--- config.mk ---
export PLATFORM = sky130hd
export DESIGN_NAME = axi4_wch_drop_ctrl_flat
export DESIGN_NICKNAME = d
export VERILOG_FILES = /design/src/rtl/axi_rab_pkg.sv /design/src/rtl/axi4_wch_drop_ctrl_if.sv /design/src/rtl/axi_buffer_rab.sv /design/src/rtl/axi4_wch_drop_ctrl.sv /design/src/flat_wrapper.sv
export SDC_FILE = /design/constraint.sdc
export NUM_CORES = 1
export LEC_CHECK = 0
export BUFFER_PORTS_ARGS = -buffer_cell sky130_fd_sc_hd__buf_2
export CELL_PAD_IN_SITES_DETAIL_PLACEMENT = 0
export CELL_PAD_IN_SITES_GLOBAL_PLACEMENT = 1
export CORE_ASPECT_RATIO = 2
export CORE_MARGIN = 2
export CORE_UTILIZATION = 30
export DETAILED_ROUTE_END_ITERATION = 10
export PLACE_DENSITY_LB_ADDON = 0.2
export SLEW_MARGIN = 20
export SYNTH_ARGS = -nofsm -noshare
export SYNTH_HDL_FRONTEND = slang
export SYNTH_HIERARCHICAL = 1
export SYNTH_SLANG_ARGS = --single-unit
--- constraint.sdc ---
create_clock -name axi4_aclk -period 3.52 [get_ports axi4_aclk]
set_clock_uncertainty 0.15 [all_clocks]
set_input_delay 0 -clock axi4_aclk [delete_from_list [all_inputs] [get_ports axi4_aclk]]
set_output_delay 0 -clock axi4_aclk [all_outputs]
set_load 0.02 [all_outputs]
--- src/rtl/axi_rab_pkg.sv ---
// Shared RAB types: W-channel drop sequencer state and decision-entry layout.
package axi_rab_pkg;

    // The decision struct carries an ID as wide as the RAB slave-port AXI ID.
    localparam int unsigned RAB_ID_WIDTH = 10;

    typedef enum logic [1:0] {
        StIdle,
        StFwd,
        StDropReq,
        StDrop
    } wdrop_state_t;

    typedef struct packed {
        logic                    drop;
        logic [RAB_ID_WIDTH-1:0] id;
    } wdrop_entry_t;

    // State a burst starts in once its decision reaches the head.
    function automatic wdrop_state_t wdrop_entry_state(input logic drop);
        return drop ? StDropReq : StFwd;
    endfunction

endpackage

--- src/rtl/axi4_wch_drop_ctrl_if.sv ---
// AXI4 write-data channel bundle; master drives payload/valid, slave drives ready.
interface axi4_wch_drop_ctrl_if #(
    parameter int unsigned C_AXI_DATA_WIDTH = 64,
    parameter int unsigned C_AXI_USER_WIDTH = 4
);
    logic [C_AXI_DATA_WIDTH-1:0]   wdata;
    logic [C_AXI_DATA_WIDTH/8-1:0] wstrb;
    logic [C_AXI_USER_WIDTH-1:0]   wuser;
    logic                          wlast;
    logic                          wvalid;
    logic                          wready;

    modport master (
        output wdata,
        output wstrb,
        output wuser,
        output wlast,
        output wvalid,
        input  wready
    );

    modport slave (
        input  wdata,
        input  wstrb,
        input  wuser,
        input  wlast,
        input  wvalid,
        output wready
    );
endinterface

--- src/rtl/axi_buffer_rab.sv ---
// Small synchronous FIFO used for RAB side queues. Besides the head entry it
// exposes the entry directly behind the head so a consumer can pre-decide
// what follows the current pop without a bubble.
module axi_buffer_rab #(
    parameter int unsigned DATA_WIDTH = 11,
    parameter int unsigned DEPTH      = 4
) (
    input  logic                  clk,
    input  logic                  rstn,
    input  logic [DATA_WIDTH-1:0] data_in,
    input  logic                  valid_in,
    output logic                  ready_out,
    output logic [DATA_WIDTH-1:0] data_out,
    output logic                  valid_out,
    input  logic                  ready_in,
    output logic [DATA_WIDTH-1:0] data_next_out,
    output logic                  valid_next_out
);
    localparam int unsigned AddrW = (DEPTH > 1) ? $clog2(DEPTH) : 1;
    localparam int unsigned PtrW  = AddrW + 1;

    logic [DATA_WIDTH-1:0] mem [DEPTH];
    logic [PtrW-1:0]       wr_ptr;
    logic [PtrW-1:0]       rd_ptr;
    logic [PtrW-1:0]       level;
    logic [AddrW-1:0]      rd_idx;
    logic [AddrW-1:0]      rd_next_idx;
    logic                  full;
    logic                  push;
    logic                  pop;

    // Occupancy and handshake decode; a full FIFO refuses pushes even on a pop cycle.
    always_comb begin
        level          = wr_ptr - rd_ptr;
        full           = (level == PtrW'(DEPTH));
        ready_out      = !full;
        valid_out      = (level != '0);
        valid_next_out = (level >= PtrW'(2));
        push           = valid_in && !full;
        pop            = ready_in && valid_out;
        rd_idx         = rd_ptr[AddrW-1:0];
        rd_next_idx    = rd_idx + AddrW'(1);
        data_out       = mem[rd_idx];
        data_next_out  = mem[rd_next_idx];
    end

    // Pointer and storage update.
    always_ff @(posedge clk or negedge rstn) begin
        if (!rstn) begin
            wr_ptr <= '0;
            rd_ptr <= '0;
            for (int i = 0; i < int'(DEPTH); i++) begin
                mem[i] <= '0;
            end
        end else begin
            if (push) begin
                mem[wr_ptr[AddrW-1:0]] <= data_in;
                wr_ptr                 <= wr_ptr + PtrW'(1);
            end
            if (pop) begin
                rd_ptr <= rd_ptr + PtrW'(1);
            end
        end
    end

endmodule

--- src/rtl/axi4_wch_drop_ctrl.sv ---
// W-channel sequencer: follows the AW forward/drop decisions in order, passes
// forwarded bursts to the master port and swallows dropped ones, handing the
// dropped burst's ID and end-of-burst event to the B-channel sender.
module axi4_wch_drop_ctrl
    import axi_rab_pkg::*;
#(
    parameter int unsigned C_AXI_ID_WIDTH   = RAB_ID_WIDTH,
    parameter int unsigned C_AXI_DATA_WIDTH = 64,
    parameter int unsigned C_AXI_USER_WIDTH = 4,
    parameter int unsigned DEPTH            = 4
) (
    input  logic                      axi4_aclk,
    input  logic                      axi4_arstn,
    input  logic                      aw_dec_valid,
    input  logic                      aw_dec_drop,
    input  logic [C_AXI_ID_WIDTH-1:0] aw_dec_id,
    output logic                      aw_dec_ready,
    axi4_wch_drop_ctrl_if.slave       s_axi4,
    axi4_wch_drop_ctrl_if.master      m_axi4,
    output logic                      trans_drop,
    output logic [C_AXI_ID_WIDTH-1:0] trans_id,
    input  logic                      trans_drop_ready,
    output logic                      wlast_received,
    output logic [15:0]               drop_cnt
);
    localparam int unsigned EntryWidth = C_AXI_ID_WIDTH + 1;

    logic [EntryWidth-1:0] dec_word;
    logic [EntryWidth-1:0] head_word;
    logic [EntryWidth-1:0] next_word;
    logic                  head_valid;
    logic                  next_valid;
    logic                  fifo_pop;
    wdrop_entry_t          load_entry;
    logic                  load_valid;
    logic                  take_next;
    logic                  fwd_last_hs;
    logic                  drop_last_hs;
    wdrop_state_t          state;

    assign dec_word = {aw_dec_drop, aw_dec_id};

    axi_buffer_rab #(
        .DATA_WIDTH (EntryWidth),
        .DEPTH      (DEPTH)
    ) i_dec_fifo (
        .clk            (axi4_aclk),
        .rstn           (axi4_arstn),
        .data_in        (dec_word),
        .valid_in       (aw_dec_valid),
        .ready_out      (aw_dec_ready),
        .data_out       (head_word),
        .valid_out      (head_valid),
        .ready_in       (fifo_pop),
        .data_next_out  (next_word),
        .valid_next_out (next_valid)
    );

    // Payload always follows the slave side so it is never X, even when not valid.
    assign m_axi4.wdata = C_AXI_DATA_WIDTH'(s_axi4.wdata);
    assign m_axi4.wstrb = (C_AXI_DATA_WIDTH/8)'(s_axi4.wstrb);
    assign m_axi4.wuser = C_AXI_USER_WIDTH'(s_axi4.wuser);
    assign m_axi4.wlast = s_axi4.wlast;

    // Handshake routing per state and burst-end detection.
    always_comb begin
        m_axi4.wvalid = 1'b0;
        s_axi4.wready = 1'b0;
        unique case (state)
            StFwd: begin
                m_axi4.wvalid = s_axi4.wvalid;
                s_axi4.wready = m_axi4.wready;
            end
            StDrop: begin
                s_axi4.wready = 1'b1;
            end
            default: begin
            end
        endcase
        fwd_last_hs  = (state == StFwd) && s_axi4.wvalid && m_axi4.wready && s_axi4.wlast;
        drop_last_hs = (state == StDrop) && s_axi4.wvalid && s_axi4.wlast;
        fifo_pop     = fwd_last_hs || drop_last_hs;
    end

    // Which decision to start next: the head when idle, else the entry behind
    // the head that is being popped this cycle.
    always_comb begin
        take_next  = (state == StIdle) || fifo_pop;
        load_entry = (state == StIdle) ? wdrop_entry_t'(head_word) : wdrop_entry_t'(next_word);
        load_valid = (state == StIdle) ? head_valid : next_valid;
    end

    // Sequencer FSM with registered drop request, end-of-drop pulse and counter.
    always_ff @(posedge axi4_aclk or negedge axi4_arstn) begin
        if (!axi4_arstn) begin
            state          <= StIdle;
            trans_drop     <= 1'b0;
            trans_id       <= '0;
            wlast_received <= 1'b0;
            drop_cnt       <= '0;
        end else begin
            wlast_received <= drop_last_hs;
            if (drop_last_hs) begin
                drop_cnt <= drop_cnt + 16'd1;
            end
            if (take_next) begin
                if (load_valid) begin
                    state      <= wdrop_entry_state(load_entry.drop);
                    trans_drop <= load_entry.drop;
                    if (load_entry.drop) begin
                        trans_id <= load_entry.id;
                    end
                end else begin
                    state      <= StIdle;
                    trans_drop <= 1'b0;
                end
            end else if ((state == StDropReq) && trans_drop_ready) begin
                state      <= StDrop;
                trans_drop <= 1'b0;
            end
        end
    end

endmodule
--- src/flat_wrapper.sv ---
// flat-port wrapper written by rule: the top's interface ports become plain ports
module axi4_wch_drop_ctrl_flat import axi_rab_pkg::*;
#(
    parameter int unsigned C_AXI_ID_WIDTH   = RAB_ID_WIDTH,
    parameter int unsigned C_AXI_DATA_WIDTH = 64,
    parameter int unsigned C_AXI_USER_WIDTH = 4,
    parameter int unsigned DEPTH            = 4
)
  (axi4_aclk, axi4_arstn, aw_dec_valid, aw_dec_drop, aw_dec_id, aw_dec_ready, trans_drop, trans_id, trans_drop_ready, wlast_received, drop_cnt, s_axi4_wdata, s_axi4_wstrb, s_axi4_wuser, s_axi4_wlast, s_axi4_wvalid, s_axi4_wready, m_axi4_wdata, m_axi4_wstrb, m_axi4_wuser, m_axi4_wlast, m_axi4_wvalid, m_axi4_wready);
  axi4_wch_drop_ctrl_if #(.C_AXI_DATA_WIDTH(C_AXI_DATA_WIDTH), .C_AXI_USER_WIDTH(C_AXI_USER_WIDTH)) s_axi4_i ();
  axi4_wch_drop_ctrl_if #(.C_AXI_DATA_WIDTH(C_AXI_DATA_WIDTH), .C_AXI_USER_WIDTH(C_AXI_USER_WIDTH)) m_axi4_i ();
  input  logic axi4_aclk;
  input  logic axi4_arstn;
  input  logic aw_dec_valid;
  input  logic aw_dec_drop;
  input  logic [C_AXI_ID_WIDTH-1:0] aw_dec_id;
  output logic aw_dec_ready;
  output logic trans_drop;
  output logic [C_AXI_ID_WIDTH-1:0] trans_id;
  input  logic trans_drop_ready;
  output logic wlast_received;
  output logic [15:0] drop_cnt;
  input wire logic [$bits(s_axi4_i.wdata)-1:0] s_axi4_wdata;
  input wire logic [$bits(s_axi4_i.wstrb)-1:0] s_axi4_wstrb;
  input wire logic [$bits(s_axi4_i.wuser)-1:0] s_axi4_wuser;
  input wire logic [$bits(s_axi4_i.wlast)-1:0] s_axi4_wlast;
  input wire logic [$bits(s_axi4_i.wvalid)-1:0] s_axi4_wvalid;
  output wire logic [$bits(s_axi4_i.wready)-1:0] s_axi4_wready;
  output wire logic [$bits(m_axi4_i.wdata)-1:0] m_axi4_wdata;
  output wire logic [$bits(m_axi4_i.wstrb)-1:0] m_axi4_wstrb;
  output wire logic [$bits(m_axi4_i.wuser)-1:0] m_axi4_wuser;
  output wire logic [$bits(m_axi4_i.wlast)-1:0] m_axi4_wlast;
  output wire logic [$bits(m_axi4_i.wvalid)-1:0] m_axi4_wvalid;
  input wire logic [$bits(m_axi4_i.wready)-1:0] m_axi4_wready;
  assign s_axi4_i.wdata = s_axi4_wdata;
  assign s_axi4_i.wstrb = s_axi4_wstrb;
  assign s_axi4_i.wuser = s_axi4_wuser;
  assign s_axi4_i.wlast = s_axi4_wlast;
  assign s_axi4_i.wvalid = s_axi4_wvalid;
  assign s_axi4_wready = s_axi4_i.wready;
  assign m_axi4_wdata = m_axi4_i.wdata;
  assign m_axi4_wstrb = m_axi4_i.wstrb;
  assign m_axi4_wuser = m_axi4_i.wuser;
  assign m_axi4_wlast = m_axi4_i.wlast;
  assign m_axi4_wvalid = m_axi4_i.wvalid;
  assign m_axi4_i.wready = m_axi4_wready;
  axi4_wch_drop_ctrl #(.C_AXI_ID_WIDTH(C_AXI_ID_WIDTH), .C_AXI_DATA_WIDTH(C_AXI_DATA_WIDTH), .C_AXI_USER_WIDTH(C_AXI_USER_WIDTH), .DEPTH(DEPTH)) u_core (.axi4_aclk(axi4_aclk), .axi4_arstn(axi4_arstn), .aw_dec_valid(aw_dec_valid), .aw_dec_drop(aw_dec_drop), .aw_dec_id(aw_dec_id), .aw_dec_ready(aw_dec_ready), .s_axi4(s_axi4_i), .m_axi4(m_axi4_i), .trans_drop(trans_drop), .trans_id(trans_id), .trans_drop_ready(trans_drop_ready), .wlast_received(wlast_received), .drop_cnt(drop_cnt));
endmodule
==> results.yml, run 1 <==
status:
  status: "finished clean"
setup_path:
  path_max_fanout: 14
  cp.required_ns: 3.59
  setup.worst_path.start_class: "flip-flop"
  arrival_ns: 2.83
  worstSetupPathType: "flip-flop to flip-flop"
  end_kind: "flip-flop"
synthesis:
  yosys.area_share.simple_pct: 6.51
  yosysWarnings: 6
  muxShareOfSynthArea_pct: 26.0
  synth_edf_count: 0
  async_flop_share_pct: 100
  ys_ff_latch: 80
  synth_area_um2: 4720
  syn-num-nets: 469
  ys_seq_area_share_pct: 42.4
  synthFlopType: "dfrtp_1"
  syn_area_per_cell_um2: 12.9
  synthAdderAreaFrac_pct: 2.28
  synth_cell_types: 42
  syn_inst: 367
  synth_top_family_by_area: "multiplexers"
  synth_compound_area_share_pct: 4.10
  synth_xor_xnor_area_share_pct: 4.03
routing:
  via_count: 3019
  remaining_drc_errors: 0
  drtIter0Drc: 69
  viasPerCell: 4.70
  drtPass1Iterations: 4
  wl_mm: 11.5
  detail-route-antenna-nets: 0
  wl_per_cell_um: 17.9
floorplanning:
  die_area_um2: 16800
  fp.coreArea_um2: 15400
  die_h_um: 181
  die_w_um: 92.7
  io_pins: 202
  initial_utilization_pct: 30.7
  row_count: 64
sta:
  finalMaxSlewViolations: 0
  hold_viol: 0
  relSlewSlack_pct: 49.9
  period_minus_slack_ns: 2.76
  max_freq_mhz: 362
  rsz0062_at_grt: "false"
  worst_pin_slew_ns: 0.751
  period_share_pct: 78.5
  final.setup.tns_ns: 0
  setup_violations: 0
place:
  post-dp-hpwl_mm: 7.59
  port_buffers: 49
  place_congestion: 0.707
worst_hold_path:
  hold_class: "primary input to asynchronous set/reset pin"
power_and_ir_drop:
  ir_drop_v: 0.000340
  power_density_nw_per_um2: 894
  p_leak_uw: 0.00265
grt:
  grt_pass1_vias: 3167
  grt_max_degree: 81
  grt_pass1_wl_mm: 17.6
  grt-ovfl-total: 0
  grtUsageTotal_pct: 13.8
  antenna_found_initial: 0
clock_network:
  clockBufferDepth: 2
  htree_levels: 3
  clock-root-buffer: "clkbuf_16"
  cts.sinks: 80
  numCtsBuffers: 9
  clkTransAtPathRegs_ns: 0.06
  clock_latency_ns: 0.34
  cts-resized-gates: 0
  cts_tree: "done"
flow_run:
  cap_violations: 0
finish:
  drive_gt1_share_pct: 31.5
  antenna_cells: 0
  utilization_pct: 38.1
  area_delta_synth_final_pct: 23.9
  fill_cells: 1499
  nNetsFinal: 541
-- registers in the layout, summed over array words and instances, names as in the netlist --
| signal | cells |
|---|---|
| u_core/wlast_received | 1 |
| u_core/state | 2 |
| u_core/trans_drop | 1 |
| u_core/trans_id | 10 |
| u_core/i_dec_fifo/mem | 44 |
| u_core/drop_cnt | 16 |
| u_core/i_dec_fifo/rd_ptr | 3 |
| u_core/i_dec_fifo/wr_ptr | 3 |
-- cell usage after synthesis, types with 2 or more instances --
| master | n | area, um2 |
|---|---|---|
| nand4_1 | 4 | 25.0 |
| buf_4 | 78 | 586 |
| mux2_1 | 10 | 113 |
| and3_1 | 2 | 12.5 |
| mux2i_1 | 10 | 100 |
| a211o_1 | 2 | 17.5 |
| mux2_4 | 30 | 450 |
| and2_1 | 2 | 12.5 |
| xor2_1 | 5 | 43.8 |
| dfrtp_1 | 80 | 2000 |
| nor2_1 | 16 | 60.1 |
| inv_1 | 6 | 22.5 |
| nand3_1 | 10 | 50.1 |
| mux2_2 | 6 | 67.6 |
| buf_2 | 5 | 25.0 |
| nor3_1 | 6 | 30.0 |
| buf_6 | 5 | 56.3 |
| mux4_2 | 22 | 495 |
| ha_1 | 7 | 87.6 |
| a21oi_1 | 11 | 55.1 |
| nand2_1 | 14 | 52.6 |
| xnor2_1 | 14 | 123 |
| o211ai_2 | 3 | 37.5 |
-- metal layers --
metal	wire length, um	vias up	global-route usage (%)
met3	601	10	2.61
met1	3890	1489	13.5
li1	-	1364	-
met4	174	0	4.94
met5	0	-	0
met2	6840	156	27.8
-- final timing paths --
kind,depth (start not counted),slack [ns],to,start
setup reg to reg,5,0.76,u_core/i_dec_fifo/mem[21],u_core/i_dec_fifo/rd_ptr[1]
hold reg to reg,1,0.32,u_core/drop_cnt[15],u_core/drop_cnt[15]
hold / removal,2,0.14,u_core/drop_cnt[15],axi4_arstn
setup / recovery,5,0.76,u_core/i_dec_fifo/mem[21],u_core/i_dec_fifo/rd_ptr[1]
max in group asynchronous,2,2.58,u_core/i_dec_fifo/rd_ptr[2],axi4_arstn
min in group axi4_aclk,3,0.31,u_core/i_dec_fifo/mem[9],aw_dec_id[9]
-- final cells by class --
cell class	count	area, um2	area share, %
clock inverter	5	61.3	1.05
clock buffer	11	243	4.15
multi-input combinational	191	2030	34.6
sequential	80	2000	34.2
tap	198	248	4.23
timing repair buffer	151	1250	21.4
inverter	6	22.5	0.385
-- cell families after synthesis --
logic type / count (synthesis)
AO/OA/AOI/OAI: 26
XOR/XNOR: 20
adder cells (fa/ha/maj): 8
buffers and inverters: 96
flip-flops: 80
multiplexers: 78
AND/OR/NAND/NOR: 59
-- worst max-delay path: stages, from the launching register on --
cell,delay [ns]
dfrtp_1,0.65
fa_1,0.70
nand2_1,0.23
o211ai_2,0.22
buf_4,0.32
mux2_2,0.37
-- layout by cell type, fill, tap and decap left out, types with 2 or more instances in the layout --
| cell type | netlist | layout |
|---|---|---|
| dlygate4sd3_1 | 0 | 94 |
| dfrtp_1 | 80 | 80 |
| buf_2 | 5 | 48 |
| mux2_4 | 30 | 30 |
| mux4_2 | 22 | 22 |
| nor2_1 | 16 | 16 |
| nand2_1 | 14 | 14 |
| xnor2_1 | 14 | 14 |
| a21oi_1 | 11 | 11 |
| mux2i_1 | 10 | 10 |
| nand3_1 | 10 | 10 |
| mux2_1 | 10 | 10 |
| clkbuf_16 | 0 | 9 |
| buf_4 | 78 | 8 |
| ha_1 | 7 | 7 |
| inv_1 | 6 | 6 |
| nor3_1 | 6 | 6 |
| mux2_2 | 6 | 6 |
| xor2_1 | 5 | 5 |
| nand4_1 | 4 | 4 |
| inv_6 | 0 | 3 |
| o211ai_2 | 3 | 3 |
| and2_1 | 2 | 2 |
| and3_1 | 2 | 2 |
| a211o_1 | 2 | 2 |
-- power by group --
group | switching (uW) | internal (uW) | total (uW)
logic | 1160 | 1400 | 2560
clock network | 391 | 576 | 967
registers | 389 | 1320 | 1710
-- per-stage QoR --
step                power, uW  hold WS [ns]  area (um2)  setup slack (ns)  instances
global placement         4140        -0.150        4610             0.754        532
CTS                      5330         0.300        5850             0.730        642
detailed placement       4190        -0.150        4610             0.752        532
global route             5600         0.183        5850             0.558        642
finish                   5230         0.136        5850             0.756        642
floorplan                3700        -0.446        4720              1.05        367
-- repair_timing --
action | in CTS | in global routing
hold buffers | 94 | 0
setup buffers | 0 | 0
endpoints found under the hold margin | 209 | 0
Note: power is estimated with default switching activity, not from simulation.
==> inputs of run 2 (changes only) <==
==> constraint.sdc (replaced) <==
create_clock -name axi4_aclk -period 2.4 [get_ports axi4_aclk]
set_clock_uncertainty 0.15 [all_clocks]
set_input_delay 0 -clock axi4_aclk [delete_from_list [all_inputs] [get_ports axi4_aclk]]
set_output_delay 0 -clock axi4_aclk [all_outputs]
set_load 0.02 [all_outputs]
==> run 2 against run 1 <==
Effect of this change: global-route usage increased by 1.1 points; first-iteration DRC count increased by 1.4%; register-to-register slack got worse by 0.73 ns; largest cell class unchanged.
==> results.yml, run 2 (same netlist as run 1, synthesis figures left out) <==
grt:
  antenna_found_initial: 1
  grtUsageMet1_pct: 15.2
  grt-ovfl-total: 0
  grt_use_met3_pct: 2.66
  grt_pass1_vias: 3470
  met2_usage_pct: 29.6
  grt_pass1_wl_mm: 19.2
  grtUsageTotal_pct: 14.9
  busiest_layer: "met2"
  grt_max_degree: 81
clock_network:
  clkTransAtPathRegs_ns: 0.07
  numCtsBuffers: 9
  clock-root-buffer: "clkbuf_16"
  clockBufferDepth: 2
  clock_latency_ns: 0.33
  htree_levels: 3
  cts_tree: "done"
  cts.sinks: 80
routing:
  drtIter0Drc: 70
  wl_per_cell_um: 18.6
  remaining_drc_errors: 0
  viasPerCell: 4.76
  drtPass1Iterations: 4
  via_count: 3161
  wl_mm: 12.4
  detail-route-antenna-nets: 0
setup_path:
  slowest_delay_ns: 0.40
  rr_startpoint: "u_core/i_dec_fifo/rd_ptr[0]"
  worstReg2RegEnd: "u_core/state[0]"
  cp.required_ns: 2.25
  crit_slowest_cell: "dfrtp_1"
  r2r_setup_slack_ns: 0.03
  critical_path.cell_chain: "ha_4 > fa_2 > xnor3_2 > buf_4 > buf_6 > or2_4 > buf_6"
  arrival_ns: 2.23
  reg2reg_depth: 8
  path_max_fanout: 8
  end_kind: "primary output"
  cp_common_cell: "buf_6"
  setup.worst_path.start_class: "flip-flop"
  worstSetupPathType: "flip-flop to primary output"
worst_hold_path:
  hold_start: "m_axi4_wready"
  hold_path_depth: 3
  hold_class: "primary input to flip-flop"
  min_to: "u_core/trans_drop"
sta:
  rsz0062_at_grt: "true"
  max_freq_mhz: 420
  hold_viol: 0
  setup_violations: 0
  worst_pin_slew_ns: 0.463
  period_minus_slack_ns: 2.38
  relSlewSlack_pct: 69.1
  final.setup.tns_ns: 0
  period_share_pct: 99.2
  finalMaxSlewViolations: 0
power_and_ir_drop:
  ir_drop_v: 0.000724
  power_density_nw_per_um2: 1400
  p_leak_uw: 0.00280
place:
  place_congestion: 0.696
  port_buffers: 49
  post-dp-hpwl_mm: 8.21
  post_dp_cell_area_um2: 4810
flow_run:
  cap_violations: 0
finish:
  regMostFlops: "u_core/i_dec_fifo/mem"
  final_common_cell: "dlygate4sd3_1"
  area_delta_synth_final_pct: 31.1
  top_regs: "u_core/i_dec_fifo/mem (44), u_core/drop_cnt (16), u_core/trans_id (10)"
  nNetsFinal: 562
  mostFrequentLayoutCells: "93 x dlygate4sd3_1, 80 x dfrtp_1, 47 x buf_2"
  drive_gt1_share_pct: 38.5
  final_area_um2: 6200
  largest_register_ffs: 44
floorplanning:
  io_pins: 202
  initial_utilization_pct: 30.7
  fp.coreArea_um2: 15400
  row_count: 64
  die_w_um: 92.7
  die_area_um2: 16800
  die_h_um: 181
status:
  status: "finished clean"
-- run 2: cell types whose count changed in the layout (fill, tap and decap cells not counted), sizes merged --
cell	previous run	this run
a32o	1	4
buf	57	76
clkbuf	11	9
clkinv	1	0
clkinvlp	0	2
diode	0	1
dlygate4sd3	94	93
inv	9	10
-- run 2: worst max-delay path, delay by kind of cell (launching register included) --
family        cells  cell delay (ns)
xor+xnor          1             0.35
flops             1             0.40
buf+inv           3             0.41
simple gates      1             0.22
fa+ha+maj         2             0.51
-- run 2: per-layer routing --
metal  vias to the layer above  share of wire (%)
met5                         -                  0
met4                         0                1.8
met3                        13                5.3
met2                       159                 58
met1                      1569                 35
li1                       1420                  -
-- run 2: what timing repair did --
item                                   CTS  global route
setup buffers                            1             2
cloned                                   2             1
pin swaps                                2             1
resized for setup                        6            18
hold buffers                            93             0
setup endpoints to repair               44            27
endpoints found under the hold margin  207             0
-- run 2: power by group --
| group | internal [uW] | switching, uW |
|---|---|---|
| sequential | 1930 | 519 |
| clock | 829 | 615 |
| combinational | 2650 | 2130 |
-- run 2: area by class of cell --
| type | count | area (um2) |
|---|---|---|
| flip-flops and latches | 80 | 2000 |
| fillers | 1478 | 9180 |
| well taps | 198 | 248 |
| clock buffers | 9 | 225 |
| repair buffers | 169 | 1470 |
| inverters | 6 | 22.5 |
| diodes | 1 | 2.50 |
| clock inverters | 7 | 85.1 |
| multi-input cells | 194 | 2140 |
-- run 2: worst max path at each step --
stage | depth (start not counted) | slack (ns) | end | start
final | 7 | 0.02 | aw_dec_ready | u_core/i_dec_fifo/rd_ptr[0]
after global routing | 9 | -0.08 | u_core/state[0] | u_core/i_dec_fifo/wr_ptr[0]
after CTS | 9 | 0.03 | u_core/state[0] | u_core/i_dec_fifo/wr_ptr[0]
after detailed placement | 10 | -0.07 | u_core/trans_id[0] | u_core/i_dec_fifo/wr_ptr[0]
after global placement | 7 | -0.04 | u_core/i_dec_fifo/mem[27] | u_core/i_dec_fifo/wr_ptr[0]
after floorplan | 9 | -0.001 | u_core/trans_drop | u_core/i_dec_fifo/wr_ptr[0]
-- run 2: through the flow --
| step | setup WS, ns | util (%) | hold slack [ns] | power (uW) | instances |
|---|---|---|---|---|---|
| 2_1_floorplan | -0.00147 | - | -0.446 | 5440 | 367 |
| 3_3_place_gp | -0.0430 | 31.3 | -0.150 | 6520 | 549 |
| 4_1_cts | 0.0310 | 39.7 | 0.0347 | 8500 | 660 |
| 5_1_grt | -0.0811 | 40.3 | 0.0737 | 9290 | 664 |
| 6_report | 0.0199 | 40.3 | 0.0612 | 8680 | 664 |
| 3_5_place_dp | -0.0732 | 31.3 | -0.150 | 6620 | 549 |
